`src/rtl/hyperbus_pkg.sv`:
```
// Shared definitions for the HyperBus sequencer: FSM encoding and
// command/address (CA) word field positions.
package hyperbus_pkg;

    typedef enum logic [2:0] {
        ST_IDLE,
        ST_CS_SETUP,
        ST_CA,
        ST_LATENCY,
        ST_WRITE,
        ST_READ,
        ST_CS_HOLD
    } state_t;

    localparam int ADDR_W       = 32;
    localparam int CA_W         = 48;
    localparam int CA_RW_BIT    = 47;
    localparam int CA_AS_BIT    = 46;
    localparam int CA_BURST_BIT = 45;
    localparam int CA_ROW_LO    = 16;
    localparam int CA_ROW_W     = 29;
    localparam int CA_COL_W     = 3;

endpackage

```
`src/rtl/hyperbus_ca_gen.sv`:
```
// Builds the 48-bit HyperBus command/address word from a request.
module hyperbus_ca_gen
    import hyperbus_pkg::*;
(
    input  logic              write,
    input  logic [ADDR_W-1:0] addr,
    output logic [CA_W-1:0]   ca
);

    always_comb begin
        ca                        = '0;
        ca[CA_RW_BIT]             = ~write;
        ca[CA_AS_BIT]             = 1'b0;
        ca[CA_BURST_BIT]          = 1'b1;
        ca[CA_ROW_LO +: CA_ROW_W] = addr[ADDR_W-1 -: CA_ROW_W];
        ca[CA_COL_W-1:0]          = addr[CA_COL_W-1:0];
    end

endmodule

```
`src/rtl/hyperbus_seq.sv`:
```
// HyperBus transaction sequencer: chip select framing, CA phase, initial
// latency and write/read data phases, driving the ioddr pins directly.
module hyperbus_seq
    import hyperbus_pkg::*;
#(
    parameter int WIDTH   = 8,
    parameter int LATENCY = 6,
    parameter int TIMEOUT = 64
)(
    input  logic                 clk,
    input  logic                 rst_n,
    input  logic                 req_valid,
    output logic                 req_ready,
    input  logic                 req_write,
    input  logic [ADDR_W-1:0]    req_addr,
    input  logic [7:0]           req_len,
    input  logic [2*WIDTH-1:0]   wr_data,
    input  logic                 wr_valid,
    output logic                 wr_ready,
    output logic [2*WIDTH-1:0]   rd_data,
    output logic                 rd_valid,
    output logic                 cs_n,
    output logic                 ck_en,
    output logic                 ddr_oe,
    output logic [2*WIDTH-1:0]   ddr_dat_o,
    input  logic [2*WIDTH-1:0]   ddr_dat_i,
    input  logic                 rwds_i,
    output logic                 busy,
    output logic                 err
);

    localparam int DW       = 2 * WIDTH;
    localparam int CA_WORDS = CA_W / DW;
    localparam int PH_W     = $clog2(LATENCY + CA_WORDS + 1);
    localparam int TO_W     = $clog2(TIMEOUT + 1);

    state_t            state_reg, state_next;
    logic              write_reg;
    logic [ADDR_W-1:0] addr_reg;
    logic [7:0]        word_cnt_reg;
    logic [PH_W-1:0]   ph_cnt_reg;
    logic [TO_W-1:0]   to_cnt_reg;
    logic [DW-1:0]     dat_o_reg;
    logic [DW-1:0]     rd_data_reg;
    logic              rd_valid_reg;

    logic              accept;
    logic              ca_last;
    logic              lat_last;
    logic              timeout;
    logic [CA_W-1:0]   ca;
    logic [DW-1:0]     ca_words [CA_WORDS];
    logic [DW-1:0]     ca_word;

    hyperbus_ca_gen u_ca_gen (
        .write (write_reg),
        .addr  (addr_reg),
        .ca    (ca)
    );

    // CA is sent most-significant word first
    genvar gi;
    generate
        for (gi = 0; gi < CA_WORDS; gi++) begin : g_ca_word
            assign ca_words[gi] = ca[CA_W-1-gi*DW -: DW];
        end
    endgenerate

    always_comb begin
        ca_word = '0;
        for (int i = 0; i < CA_WORDS; i++) begin
            if (ph_cnt_reg == PH_W'(i)) ca_word = ca_words[i];
        end
    end

    assign accept   = req_valid && req_ready;
    assign ca_last  = (ph_cnt_reg == PH_W'(CA_WORDS - 1));
    assign lat_last = (ph_cnt_reg == PH_W'(LATENCY - 1));
    assign timeout  = (state_reg == ST_READ) && !rwds_i && (to_cnt_reg == TO_W'(TIMEOUT - 1));

    always_ff @(posedge clk) begin
        if (!rst_n) state_reg <= ST_IDLE;
        else        state_reg <= state_next;
    end

    always_comb begin
        state_next = state_reg;
        case (state_reg)
            ST_IDLE:     if (accept) state_next = ST_CS_SETUP;
            ST_CS_SETUP: state_next = ST_CA;
            ST_CA:       if (ca_last) state_next = ST_LATENCY;
            ST_LATENCY:  if (lat_last) state_next = write_reg ? ST_WRITE : ST_READ;
            ST_WRITE:    if (wr_valid && word_cnt_reg == 8'd0) state_next = ST_CS_HOLD;
            ST_READ:     if ((rwds_i && word_cnt_reg == 8'd0) || timeout) state_next = ST_CS_HOLD;
            ST_CS_HOLD:  state_next = ST_IDLE;
            default:     state_next = ST_IDLE;
        endcase
    end

    // req_ready is gated by rst_n so nothing is offered while reset is held
    always_comb begin
        cs_n      = 1'b1;
        ck_en     = 1'b0;
        ddr_oe    = 1'b0;
        wr_ready  = 1'b0;
        req_ready = 1'b0;
        err       = 1'b0;
        busy      = (state_reg != ST_IDLE);
        case (state_reg)
            ST_IDLE:     req_ready = rst_n;
            ST_CS_SETUP: cs_n = 1'b0;
            ST_CA: begin
                cs_n   = 1'b0;
                ck_en  = 1'b1;
                ddr_oe = 1'b1;
            end
            ST_LATENCY: begin
                cs_n  = 1'b0;
                ck_en = 1'b1;
            end
            ST_WRITE: begin
                cs_n     = 1'b0;
                ddr_oe   = 1'b1;
                wr_ready = 1'b1;
                ck_en    = wr_valid;
            end
            ST_READ: begin
                cs_n  = 1'b0;
                ck_en = 1'b1;
                err   = timeout && rst_n;
            end
            default: ;
        endcase
    end

    assign ddr_dat_o = (state_reg == ST_CA) ? ca_word : dat_o_reg;
    assign rd_data   = rd_data_reg;
    assign rd_valid  = rd_valid_reg;

    always_ff @(posedge clk) begin
        if (!rst_n) begin
            write_reg    <= 1'b0;
            addr_reg     <= '0;
            word_cnt_reg <= '0;
            ph_cnt_reg   <= '0;
            to_cnt_reg   <= '0;
            dat_o_reg    <= '0;
            rd_data_reg  <= '0;
            rd_valid_reg <= 1'b0;
        end else begin
            rd_valid_reg <= 1'b0;

            if ((state_reg == ST_CA || state_reg == ST_LATENCY) && state_next == state_reg)
                ph_cnt_reg <= ph_cnt_reg + PH_W'(1);
            else
                ph_cnt_reg <= '0;

            if (accept) begin
                write_reg    <= req_write;
                addr_reg     <= req_addr;
                word_cnt_reg <= req_len;
            end

            if (state_reg == ST_WRITE && wr_valid) begin
                dat_o_reg <= wr_data;
                if (word_cnt_reg != 8'd0) word_cnt_reg <= word_cnt_reg - 8'd1;
            end

            // Timeout counts consecutive idle READ cycles only
            if (state_reg == ST_READ) begin
                if (rwds_i) begin
                    rd_data_reg  <= ddr_dat_i;
                    rd_valid_reg <= 1'b1;
                    to_cnt_reg   <= '0;
                    if (word_cnt_reg != 8'd0) word_cnt_reg <= word_cnt_reg - 8'd1;
                end else begin
                    to_cnt_reg <= to_cnt_reg + TO_W'(1);
                end
            end else begin
                to_cnt_reg <= '0;
            end
        end
    end

endmodule
```
`config.mk`:
```
export PLATFORM = sky130hd
export DESIGN_NAME = hyperbus_seq
export DESIGN_NICKNAME = d
export VERILOG_FILES = /design/src/rtl/hyperbus_pkg.sv /design/src/rtl/hyperbus_ca_gen.sv /design/src/rtl/hyperbus_seq.sv
export SDC_FILE = /design/constraint.sdc
export NUM_CORES = 1
export LEC_CHECK = 0
export ABC_AREA = 0
export CELL_PAD_IN_SITES_DETAIL_PLACEMENT = 1
export CELL_PAD_IN_SITES_GLOBAL_PLACEMENT = 1
export CORE_ASPECT_RATIO = 1.2
export CORE_MARGIN = 2
export CORE_UTILIZATION = 34
export DETAILED_ROUTE_END_ITERATION = 16
export GPL_TIMING_DRIVEN = 0
export HOLD_SLACK_MARGIN = 0.03
export PLACE_DENSITY = 0.78
export REMOVE_ABC_BUFFERS = 1
export SKIP_LAST_GASP = 1
export SLEW_MARGIN = 40
export SYNTH_ARGS = -nofsm -noshare
export SYNTH_HDL_FRONTEND = slang
export SYNTH_SLANG_ARGS = --single-unit
```
`constraint.sdc`:
```
create_clock -name clk -period 2.6 [get_ports clk]
set_clock_uncertainty 0.1 [all_clocks]
set_input_delay 0.52 -clock clk [delete_from_list [all_inputs] [get_ports clk]]
set_output_delay 0.52 -clock clk [all_outputs]
set_load 0.03 [all_outputs]
```
# Yosys cells after proc, flatten, opt, wreduce, memory -nomap -nowiden

Cells that the tools add are included.

Add/subtract/negate cells: 3
Reductions and logical operators: 23
Eq/ne operators: 10
Muxes and demuxes: 24
Bitwise logic cells: 3

Operators by type and width:

| kind                                                | count |
|---|---|
| two-way mux 16 bit                                  | 4 |
| two-way mux 8 bit                                   | 6 |
| one-hot mux 3 bit (6 select lines)                  | 1 |
| two-way mux 3 bit                                   | 5 |
| logical AND 1 bit                                   | 8 |
| zero test 8 bit                                     | 1 |
| nonzero test 8 bit                                  | 1 |
| subtractor 8 x 1 -> 8 bit, second input constant    | 1 |
| adder 7 x 1 -> 7 bit, second input constant         | 1 |
| equality test 7 x 6 -> 1 bit, second input constant | 1 |
| two-way mux 1 bit                                   | 7 |
| equality test 3 x 2 -> 1 bit, second input constant | 2 |
| equality test 3 bit, second input constant          | 2 |
| AND reduction 2 bit                                 | 3 |
| OR reduction 3 bit                                  | 2 |
| OR reduction 5 bit                                  | 1 |
| adder 4 x 1 -> 4 bit, second input constant         | 1 |
| equality test 4 x 1 -> 1 bit, second input constant | 1 |
| equality test 4 x 2 -> 1 bit, second input constant | 1 |
| equality test 4 x 3 -> 1 bit, second input constant | 1 |
| zero test 4 bit                                     | 1 |
| equality test 3 x 1 -> 1 bit, second input constant | 1 |
| equality test 3 bit                                 | 1 |
| zero test 3 bit                                     | 1 |
| other kinds (6)                                     | 9 |

Input port bits: 78
Logic and storage cells: 72
Output and inout port bits: 40
Register bits after elaboration: 88

# Logic depth before layout (Yosys ltp)

Gate-level depths: netlist of the first run.

Word-level depth: 9
Mapped depth: 7
Mapped depth without buffers: 6

# Modules after synthesis

From an unflattened synthesis of the first run, not the netlist that was laid out.

Cells, all modules: 569
Area, all modules: 4408.0 um^2

By module, submodules not included:

| module          | area each (um^2) | seq. area each (um^2) | cells an instance | times used |
|---|---|---|---|---|
| hyperbus_seq    | 4043.9           | 1761.7                | 519               | 1 |
| hyperbus_ca_gen | 364.1            | 0.0                   | 50                | 1 |

# Worst setup path before layout of the first run

No wires, ideal clock.

Path type: reg2out
From: register ph_cnt_reg[1]
To: output ddr_dat_o[6]
Arrival: 1991 ps
Buffers on the path: 1
Slack: -11 ps
Required time: 1980 ps
Cell stages (with the launch flop): 7
Path through: dfxtp_1 > inv_1 > ha_1 > nor4b_2 > buf_2 > a22oi_1 > o21ai_0

Cells in the longest elaborated chain, start to end: 5
Elaborated cells on any way between the ends: 7
Classes of those cells: eq/ne: 2; mux: 4; reduce/logical: 1

Ends and longest elaborated chain:

| element                          | line                | source |
|---|---|---|
| start: declaration               | hyperbus_seq.sv:41  | `logic [PH_W-1:0] ph_cnt_reg;` |
| start signal: assignment         | hyperbus_seq.sv:154 | `ph_cnt_reg <= ph_cnt_reg + PH_W'(1);` |
| zero test 4 bit                  | hyperbus_seq.sv:72  | `if (ph_cnt_reg == PH_W'(i)) ca_word = ca_words[i];` |
| two-way mux 16 bit (2 in series) | hyperbus_seq.sv:72  |  |
| two-way mux 16 bit (*)           | hyperbus_seq.sv:72  |  |
| two-way mux 16 bit (*)           | hyperbus_seq.sv:136 | `assign ddr_dat_o = (state_reg == ST_CA) ? ca_word : dat_o_reg;` |
| end: declaration                 | hyperbus_seq.sv:25  | `output logic [2*WIDTH-1:0] ddr_dat_o,` |

Mark *: on every way between the ends. The rest lies on a longest branch, timed or not.

# Final worst setup path of the first run

From: register ph_cnt_reg[1]
To: output ddr_dat_o[5]

The elaborated chain is that of the path after synthesis.

==> summary.md, run 1 <==
| Metric | Value |
|---|---|
| Largest net degree at the start of global routing | between 40 and 50 |
| Via Count | around 4k |
| Lkg Pwr | between 2 and 2.5 nW |
| Total wire length | 12800 microns |
| Seq cells post-synth | 88 |
| # nets final | about 700 |
| CTS Hold Bufs | 0 |
| Critical-path top delay cell | dfxtp_2 |
| Yosys top cell area share | 44.4% |
| Design Power | between 0.003 and 0.004 W |
| Async S/R FF share, synth | 0% |
| Met3 Use GR | 3.82% |
| CP dominant cell by count | buf_4 |
| Initial Util | ~35% |
| Met1 Use GR | 24.7% |
| Via density | between 5 and 6 |
| First-pass GRT wire length | 20500 microns |
| Slew Viols, Final | 0 |
| Max Clk Rate | 391 MHz |
| Worst R2R Start | word_cnt_reg[0]$_SDFF_PN0_ |
| Cell internal pwr | between 0.002 and 0.0025 W |
| Crit path largest cell delay | between 300 and 400 ps |
| Pwr dens | about 570 nW/um^2 |
| Critical path startpoint category | register |
| Port bufs | approximately 120 |
| Grt ovf | 0 |
| Ports | approximately 120 |
| Hpwl dp | around 8800 microns |
| Clk root buf | clkbuf_16 |
| Number of max-cap violations | 0 |
| Peak supply drop | approximately 0.00028 V |
| Worst path depth | 8 |
| Fin util | 49.3% |
| Layout cells sized above 1 | 13.3% |
| Clock transition at path regs | ~60 ps |
| Rows | between 40 and 50 |
| Buf/Inv on CP | 4 |
| Clock sink count | 88 |
| Crit share post-route | 98.3% |
| TritonCTS clock tree | yes |
| Status | finished clean |
| Vias in the first global route | ~4.2k |
| Final Setup Violations | 0 |
| Final Non-Filler Cells | about 770 |
| Gpl congestion | 0.843 |
| Synth area leaders | dfxtp_1, nand2_1, nand3_1 |
| Antenna Nets Post-Route | 0 |
| Register area share after synthesis | between 40 and 50% |
| Worst Setup End Kind | output pin |
| Post-synth EDFFs | 0 |
| Syn avg cell area | a little under 8 sq um |
| CP endpoint | ddr_dat_o[5] |
| Switching part of the total | about a quarter |
| RSZ-0062 raised after global routing | true |
| Die Ht | 122 microns |
| Max FFs per register | 32 |
| Die W | about 100 microns |
| Mapped Area | 3970 sq um |
| WP data arrival | 1940 ps |
| Sequential Power Share | between 40 and 50% |
| H-tree Lvls | 3 |
| Total GRT Usage | between 20% and 30% |
| Setup TNS | 0 ps |
| WP data required | roughly 2000 ps |
| CP Class | reg -> out |
| Reg2reg end | word_cnt_reg[2]$_SDFF_PN0_ |
| Delay-heaviest family, CP | buffers and inverters |
| Die area | ~13000 sq um |
| Final hold violations | 0 |
| Largest area contributor in the netlist | dfxtp_1 |
| Post-synthesis cell count | 504 |
| Initial detailed-routing violation count | 105 |
| Most used DFF post-synth | dfxtp_1 |
| Clock Tree Buf Depth | 2 |
| Cells after DPL | about 750 |
| Critical path startpoint | ph_cnt_reg[1]$_SDFF_PN0_ |
| DRC viols | 0 |
| GR peak layer | met2 |
| Antenna violations before repair | 0 |
| DR pass1 iterations | 4 |
| Core footprint | 11500 sq um |
| Area added between synthesis and finish | 42.3% |
| Relative slew slack | a little under 50% |
| Clock network power share | between 40% and 50% |
| Skew-Pair Late Insertion Delay | ~340 ps |
| Cells on worst reg2reg path | 6 |
| Worst Hold Class | reg -> reg |
| Final min period | 2560 ps |
| Yosys warnings | 0 |
| Count of cell types in the netlist | 51 |
| Combinational power share | between 10 and 15% |
| Critical path peak fanout | 11 |
| Met2 Usage GRT | between 30 and 40% |
| Switching power total | between 0.0007 and 0.0008 W |
| Num CTS Buffers | 9 |
| Routed length per instance | about 17 microns |
| N_diodes | 0 |
| R2r setup slk | approximately 640 ps |
| Crit path cell chain | inv_4, ha_4, buf_4, and2_4, buf_4, a22oi_1, o21ai_0, buf_4 |
| Worst Tran Pin Value | ~760 ps |
## cell type report
class	instances	area (sq um)
Fill cell	1384	5810
Clock buffer	11	233
Tap cell	157	196
Multi-Input combinational cell	373	2090
Clock inverter	5	81.3
Timing Repair Buffer	130	1240
Sequential cell	88	1770
Inverter	10	42.5
## cells in the mapped netlist (7+ instances only)
master	instances
nand3_1	42
o21ai_0	15
a21oi_1	41
nand2_1	156
a22oi_1	15
clkbuf_1	11
dfxtp_1	88
nor3_1	8
ha_1	7
nor2_1	19
buf_2	11
inv_1	9
## cells in the final DEF, fill, tap and decap left out, drive strengths merged, types with 2 or more instances in the layout
cell type,Yosys,layout
a21oi,41,41
a221oi,2,2
a22oi,15,15
a31oi,2,2
and2,3,3
and3,5,5
buf,21,30
bufinv,0,2
clkbuf,12,12
clkdlybuf4s50,0,94
clkinv,0,2
dfxtp,88,88
dlygate4sd2,0,3
ha,7,7
inv,10,10
mux2i,5,5
nand2,157,157
nand2b,3,3
nand3,43,43
nand3b,2,2
nand4,3,3
nand4b,2,2
nor2,19,19
nor2b,3,3
nor3,9,9
nor3b,2,2
nor4b,2,2
o211ai,3,3
o21a,2,2
o21ai,15,15
o22ai,5,5
or4,3,3
xnor2,4,4
xor2,4,4
## timing repair
| action | CTS | global route |
|---|---|---|
| setup endpoints to repair | 22 | 20 |
| pin swaps | 4 | 4 |
| gates resized for setup | 119 | 23 |
| gates cloned | 0 | 0 |
| setup buffers | 9 | 2 |
## power groups by stage
stage	Combinational, W	Sequential [W]	Clock [W]
3_3_place_gp	0.000395	0.00147	0
4_1_cts	0.000419	0.00144	0.00142
5_1_grt	0.000459	0.00145	0.00147
6_report	0.000418	0.00144	0.00138
3_5_place_dp	0.000414	0.00147	0
2_1_floorplan	0.000193	0.00146	0
## metrics by stage
step           setup slack [ps]  hold slack, ps  area, sq um
5_1_grt                   -35.4             380         5650
3_3_place_gp              -2320             325         5160
4_1_cts                   -83.4             357         5600
3_5_place_dp               -582             345         5220
6_report                   43.7             351         5650
2_1_floorplan              -296             313         3790
## routing by layer
layer  share of wire, %  up-vias  routed length [microns]
met5                  0        -                        0
met4                1.8        0                      230
met3                4.7       17                      604
met2                 51      100                     6480
met1                 43     1941                     5480
li1                   -     1927                        -
## worst min-delay path by stage
| stage | cells past startpoint | from | end | slack [ps] |
|---|---|---|---|---|
| final | 1 | to_cnt_reg[0]$_SDFF_PP0_ | to_cnt_reg[0]$_SDFF_PP0_ | 350 |
| after global routing | 2 | rd_data[3]$_SDFFE_PN0P_ | rd_data[3]$_SDFFE_PN0P_ | 380 |
| after floorplan | 1 | to_cnt_reg[0]$_SDFF_PP0_ | to_cnt_reg[0]$_SDFF_PP0_ | 310 |
| after global placement | 1 | to_cnt_reg[0]$_SDFF_PP0_ | to_cnt_reg[0]$_SDFF_PP0_ | 330 |
| after CTS | 1 | to_cnt_reg[0]$_SDFF_PP0_ | to_cnt_reg[0]$_SDFF_PP0_ | 360 |
| after detailed placement | 1 | to_cnt_reg[0]$_SDFF_PP0_ | to_cnt_reg[0]$_SDFF_PP0_ | 350 |
## cell families after synthesis
| logic type | share of synthesized area (%) |
|---|---|
| buffers and inverters | 5.30 |
| xor gates and xnor gates | 1.77 |
| AOI/OAI and AO/OA | 13.9 |
| adders and majority gates | 2.21 |
| and+or+nand+nor | 30.8 |
| muxes | 1.64 |
| DFF | 44.4 |
(Power assumes the default switching activity.)
==> run 2: changes to the inputs <==
--- a/config.mk
+++ b/config.mk
@@ -16,7 +16,6 @@
 export HOLD_SLACK_MARGIN = 0.03
 export PLACE_DENSITY = 0.78
 export REMOVE_ABC_BUFFERS = 1
-export SKIP_LAST_GASP = 1
 export SLEW_MARGIN = 40
 export SYNTH_ARGS = -nofsm -noshare
 export SYNTH_HDL_FRONTEND = slang
==> results of run 2 <==
The final DEF is identical to that of run 1; final timing and power are the same.
==> run 3: changes to the inputs <==
--- a/config.mk
+++ b/config.mk
@@ -16,6 +16,7 @@
 export HOLD_SLACK_MARGIN = 0.03
 export PLACE_DENSITY = 0.78
 export REMOVE_ABC_BUFFERS = 1
+export SKIP_LAST_GASP = 1
 export SLEW_MARGIN = 40
 export SYNTH_ARGS = -nofsm -noshare
 export SYNTH_HDL_FRONTEND = slang
==> results of run 3 <==
The final DEF is identical to that of run 1; final timing and power are the same.
